<file path="src/rtl/serial_subtractor.sv">
// serial_subtractor: digit-serial unsigned subtractor, diff = a - b - bin.
// DIGIT bits are processed per clock with the ripple borrow held in a register
// between digits, so one operation takes STEPS = WIDTH/DIGIT cycles.
// WIDTH must be an exact multiple of DIGIT.
// Optional feature macro: SERIAL_SUB_SAT_EN. When defined, an underflowing
// result saturates to 0. The default build wraps modulo 2^WIDTH.
module serial_subtractor #(
  parameter int WIDTH = 16,
  parameter int DIGIT = 4
) (
  input  logic             clk,
  input  logic             rst_n,
  input  logic             start,
  input  logic [WIDTH-1:0] a,
  input  logic [WIDTH-1:0] b,
  input  logic             bin,
  output logic             busy,
  output logic             done,
  output logic [WIDTH-1:0] diff,
  output logic             borrow,
  output logic             zero
);

  localparam int STEPS = WIDTH / DIGIT;
  localparam int CW    = (STEPS > 1) ? $clog2(STEPS) : 1;
  localparam logic [CW-1:0] LAST = CW'(STEPS - 1);

  typedef enum logic {IDLE, RUN} state_t;

  state_t           state, state_nxt;
  logic             accept, last;
  logic [WIDTH-1:0] a_sh, b_sh, res_sh;
  logic             borrow_r;
  logic [CW-1:0]    cnt;
  logic [DIGIT:0]   step;
  logic [WIDTH-1:0] res_nxt, final_diff;

  // State register.
  always_ff @(posedge clk or negedge rst_n) begin
    // NOTE: every clocked register uses <= so all of them update from
    // pre-edge values; blocking assignments here would create ordering races.
    if (!rst_n) state <= IDLE;
    else        state <= state_nxt;
  end

  // Next-state logic: accept start only in IDLE, leave RUN on the last digit.
  always_comb begin
    // NOTE: defaults first, so no path leaves an output unassigned and no
    // latch is inferred.
    state_nxt = state;
    accept    = 1'b0;
    last      = 1'b0;
    case (state)
      IDLE: begin
        if (start) begin
          accept    = 1'b1;
          state_nxt = RUN;
        end
      end
      RUN: begin
        if (cnt == LAST) begin
          last      = 1'b1;
          state_nxt = IDLE;
        end
      end
      default: state_nxt = IDLE;
    endcase
  end

  // One digit of subtraction plus the result-register shift.
  always_comb begin
    step    = {1'b0, a_sh[DIGIT-1:0]} - {1'b0, b_sh[DIGIT-1:0]} - (DIGIT+1)'(borrow_r);
    // New digit enters at the MSB end; after STEPS shifts the register holds
    // exactly this operation's digits, least significant at the bottom.
    res_nxt = (res_sh >> DIGIT) | (WIDTH'(step[DIGIT-1:0]) << (WIDTH - DIGIT));
`ifdef SERIAL_SUB_SAT_EN
    final_diff = step[DIGIT] ? '0 : res_nxt;
`else
    final_diff = res_nxt;
`endif
  end

  // Operand shifting, borrow ripple, step counter and result registers.
  always_ff @(posedge clk or negedge rst_n) begin
    if (!rst_n) begin
      // NOTE: the shift registers are reset as well, so an aborted operation
      // leaves no stale digits and the idle datapath is deterministic.
      a_sh     <= '0;
      b_sh     <= '0;
      res_sh   <= '0;
      borrow_r <= 1'b0;
      cnt      <= '0;
      done     <= 1'b0;
      diff     <= '0;
      borrow   <= 1'b0;
      zero     <= 1'b1;
    end else begin
      done <= last;
      if (accept) begin
        a_sh     <= a;
        b_sh     <= b;
        borrow_r <= bin;
        cnt      <= '0;
      end else if (state == RUN) begin
        a_sh     <= a_sh >> DIGIT;
        b_sh     <= b_sh >> DIGIT;
        res_sh   <= res_nxt;
        borrow_r <= step[DIGIT];
        cnt      <= last ? '0 : cnt + CW'(1);
      end
      if (last) begin
        diff   <= final_diff;
        borrow <= step[DIGIT];
        zero   <= (final_diff == '0);
      end
    end
  end

  assign busy = (state == RUN);

endmodule

</file>
<file path="config.mk">
export PLATFORM = sky130hd
export DESIGN_NAME = serial_subtractor
export DESIGN_NICKNAME = d
export VERILOG_FILES = /design/src/rtl/serial_subtractor.sv
export SDC_FILE = /design/constraint.sdc
export NUM_CORES = 1
export LEC_CHECK = 0
export CAP_MARGIN = 20
export CELL_PAD_IN_SITES_DETAIL_PLACEMENT = 1
export CELL_PAD_IN_SITES_GLOBAL_PLACEMENT = 1
export CORE_ASPECT_RATIO = 2
export CORE_UTILIZATION = 41
export CTS_CLUSTER_SIZE = 14
export DETAILED_ROUTE_END_ITERATION = 8
export GPL_ROUTABILITY_DRIVEN = 0
export PLACE_DENSITY_LB_ADDON = 0.2
export SYNTH_ARGS = -nofsm -noshare
export SYNTH_HDL_FRONTEND = slang
export SYNTH_SLANG_ARGS = --single-unit
</file>
<file path="constraint.sdc">
create_clock -name clk -period 4.9 [get_ports clk]
set_input_delay 0.49 -clock clk [delete_from_list [all_inputs] [get_ports clk]]
set_output_delay 0.49 -clock clk [all_outputs]
set_load 0.02 [all_outputs]
</file>
; After elaboration in Yosys (flattened, before gate mapping)
; Cells that the tools add are included.
[op_classes]
addsub = 3
n_eq_ne = 1
n_mux = 15
bitwise = 3
n_reduce_logical = 3
[ops]
columns = operator, n
row1 = 2-to-1 mux 16 bit, 4
row2 = zero test 16 bit, 1
row3 = bitwise OR 12 x 16 -> 16 bit, 1
row4 = 2-to-1 mux 1 bit, 7
row5 = 2-to-1 mux 2 bit, 3
row6 = subtractor 4 x 4 -> 5 bit, 1
row7 = subtractor 5 x 1 -> 5 bit, 1
row8 = adder 2 x 1 -> 2 bit (second input constant), 1
row9 = equality test 2 bit (second input constant), 1
row10 = NOT 1 bit, 2
row11 = one-hot mux 1 bit (2 select lines), 1
row12 = AND reduction 2 bit, 1
row13 = nonzero test 2 bit, 1
[totals]
register_bits = 71
in_bits = 36
output_inout_bits = 20
wordCells = 35

; Logic depth before layout (Yosys ltp)
[depth]
word_depth = 6
ltp_mapped = 8
depth_no_buf = 8

; Worst setup path before layout
; No wires, ideal clock.
[synth_timing]
kind = register to register
from = reg a_sh[0]
to = reg zero
setup_time_ns = 0.086
t_arrival_ns = 2.116
required_time_ns = 4.814
path_slack_ns = 2.698
path_stages_with_launch = 7
n_path_buf = 0
synth_period_minus_slack_ns = 2.202
cell_sequence = dfrtp_1 > fa_1 > ha_1 > xnor2_1 > nand4_1 > or4_1 > o31ai_2
[synth_between]
elab_chain_len = 4
[synth_rtl]
columns = element, line_no
row1 = from (decl), 32  ; logic [WIDTH-1:0] a_sh, b_sh, res_sh;
row2 = from (signal assigned), 105  ; a_sh <= a_sh >> DIGIT;
row3 = subtractor 4 x 4 -> 5 bit, 72  ; step = {1'b0, a_sh[DIGIT-1:0]} - {1'b0, b_sh[DIGIT-1:0]} - (DIGIT+1)'(borrow_r);
row4 = subtractor 5 x 1 -> 5 bit, 72
row5 = bitwise OR 12 x 16 -> 16 bit, 75  ; res_nxt = (res_sh >> DIGIT) | (WIDTH'(step[DIGIT-1:0]) << (WIDTH - DIGIT));
row6 = zero test 16 bit, 114  ; zero <= (final_diff == '0);
row7 = to (signal assigned), 114
row8 = to (decl), 21  ; output logic zero
; No other way between the ends.
; A chain may end at the register's enable or synchronous reset.

; Worst setup path after layout
[layout_timing]
from = reg state, in the netlist busy
to = out busy
[layout_lines]
columns = element, line_no
row1 = from (decl), 30  ; state_t state, state_nxt;
row2 = from (signal assigned), 43  ; else state <= state_nxt;
row3 = to (decl), 17  ; output logic busy,
; No word-level cell between the ends.

==> results.md <==
- Top_reg_cell synth: dfrtp_1
- Placed cell count: 386
- H-tree levels: 3
- Post-synth net total: 298
- WHS: 0.2455 ns
- Most instantiated cells after synthesis: 66 x dfrtp_1, 34 x mux2i_1, 33 x nand2_1
- First-pass GRT wire length: 10780 um
- Top cells by area, synth: dfrtp_1 56%, mux2i_1 11%, mux2_2 4.5%
- Share of layout cells above drive strength 1: 0.1122
- Peak supply drop: 0.3032 mV
- Run status: finished, final reports clean
- Vias/cell: 5.012
- WL final: 6086 um
- Final Hold Fails: 0
- Leak: 1.757 nW
- Num CTS Buffers: 9
- Critical Path Max Stage Delay: 0.71 ns
- Initial core utilization: 0.4250
- Syn Inst Count: 253
- Kind of end point of the critical path: primary output
- FF-to-FF End: zero$_DFFE_PN1P_
- Core box area: 0.006994 sq mm
- Final Skew: 0.005475 ns
- FF-to-FF setup slack: 2.51 ns
- Final worst-path cycle share: 0.5384
- Placement Setup Slack: 2.550 ns
- Die span in y: 122.4 um
- Worst-Margin Slew: 1.035 ns
- PortBufs: 55
- Yosys warnings: 0
- Avg Inst Size Synth: 11.75 sq um
- Clock Latency Late Sink: 0.32 ns
- Final setup violation count: 0
- Ant diodes: 0
- Post-DP HPWL: 4398 um
- Critical R2R Launch: a_sh[0]$_DFFE_PN0P_
- Remaining antenna violation count: 0
- Final Total Pwr: 2.563 mW
- Critical path launch point type: register
- CP max stage cell: clkdlybuf4s50_1
- Buf/Inv on CP: 2
- Setup TNS: 0 ns
- Slew headroom: 0.3099
- Post-synth ARST share: 1.000
- Post_cts resized: 0
- Vias: 2015
- CTS tree: built
- Most common cell in the netlist: dfrtp_1
- Post-CTS setup buffers: 0
- R2R depth: 7
- Ports: 56
- Req. time, crit path: 4.41 ns
- Slew Limit Fails: 0
- Full die area: 0.007616 sq mm
- Setup repair after global routing missed its margin: false
- Global route overflow: 0
- Crit-path max FO: 65
- Synth Cell Area: 0.002973 sq mm
- Final Non-Filler Cells: 402
- Drt initial violations: 64
- Crit path kind: register to primary output
- Clock sinks: 67
- Antenna violations before repair: 0
- Largest area contributor in the netlist: dfrtp_1
- Nets: 352
- Worst Slack Setup Final: 2.262 ns
- Yosys reg bits: 67
- Clk buf depth: 2
- Netlist cell types: 30
- Seq/Total Area, Yosys: 0.5644
- Max cap viols: 0
- Die Span X: 62.21 um
- Cells along the critical path: buf_4 -> clkdlybuf4s50_1
- DRC Markers: 0
- Yosys top cell area share: 0.5556
- Top cell family by delay on the critical path: buffers and inverters
- Gr usage total: 0.1854
- Largest net degree at the start of global routing: 66
- Clock Root Buffer: clkbuf_16
- Hold Buf Count CTS: 0
- Row Count: 43
- Area Growth Syn to Fin: 29.63%
- WL/cell: 15.14 um
- Min Tclk post-route: 2.638 ns
- Worst Hold Class: input port to async pin
- First-pass DRT Iterations: 3
- EDFF count, synth: 0
- Pwr/cell area: 665.1 mW/mm^2
- Max Clock Freq: 379.0 MHz
- CP arrival: 2.15 ns
- Register clock-pin slew on the reported worst setup and hold paths: 0.05 ns
- Vias in the first global route: 2223
how the worst max path moves through the flow:
stage | start | to | slack (ns) | cells after the start
6_report | busy$_DFF_PN0_ | busy | 2.26 | 2
5_1_grt | busy$_DFF_PN0_ | busy | 2.11 | 2
4_1_cts | busy$_DFF_PN0_ | busy | 2.23 | 2
3_5_place_dp | a_sh[0]$_DFFE_PN0P_ | zero$_DFFE_PN1P_ | 2.55 | 6
3_3_place_gp | a_sh[0]$_DFFE_PN0P_ | zero$_DFFE_PN1P_ | 2.60 | 6
2_1_floorplan | a_sh[0]$_DFFE_PN0P_ | zero$_DFFE_PN1P_ | 2.70 | 6
through the flow:
step | util | area [sq um]
final | 0.5510 | 3854
after global routing | 0.5510 | 3854
after CTS | 0.5510 | 3854
after detailed placement | 0.5104 | 3570
after global placement | 0.5104 | 3570
after floorplan | - | 2973
sequential cells by signal, summed over array words and instances, names as in the netlist:
signal and flops:
busy 1, borrow_r 1, diff 16, zero 1, res_sh 12, b_sh 16, done 1, borrow 1
cnt 2, a_sh 16
where the power goes:
group,total (mW),switching [mW],internal [mW]
Combinational,0.994,0.521,0.473
Clock,0.594,0.212,0.382
Sequential,0.975,0.178,0.797
layer usage:
layer | part of all wire | GRT usage | up-vias | wire length (um)
met1 | 0.36 | 0.1905 | 1006 | 2208
met5 | 0 | 0 | - | 0
li1 | - | - | 959 | -
met4 | 0.020 | 0.09157 | 0 | 121
met2 | 0.58 | 0.3489 | 43 | 3550
met3 | 0.034 | 0.04089 | 7 | 205
cells by family after synthesis:
logic type,after synthesis,share of synthesized area
AO/OA/AOI/OAI,39,0.07071
XOR/XNOR,4,0.01179
adder cells (fa/ha/maj),9,0.04293
buffers and inverters,28,0.04209
flip-flops,67,0.5644
multiplexers,54,0.1902
AND/OR/NAND/NOR,52,0.07786
cell usage in the layout, fill, tap and decap left out:
cell and n:
a211oi_1 1, a21oi_1 3, a22o_1 1, buf_2 2
buf_4 2, clkbuf_1 2, clkbuf_16 9, clkbuf_8 3
clkdlybuf4s50_1 53, clkinv_1 1, clkinv_2 2, dfrtp_1 65
dfrtp_2 1, dfstp_2 1, fa_1 2, ha_1 7
inv_1 13, mux2_1 8, mux2_2 12, mux2i_1 34
nand2_1 33, nand2_4 1, nand2b_1 1, nand3b_1 1
nand4_1 1, nor2_1 11, nor3_1 1, nor4b_2 1
o21ai_0 24, o21ai_1 8, o22ai_1 1, o31ai_2 1
or4_1 2, xnor2_1 2, xor2_1 2
final cells by class:
class	count	area, sq um
Clock buffer	14	274.0
Clock inverter	2	10.01
Fill cell	761	3141
Inverter	14	52.55
Multi-Input combinational cell	158	1170
Sequential cell	67	1679
Tap cell	90	112.6
Timing Repair Buffer	57	555.5
(Power assumes the default switching activity.)
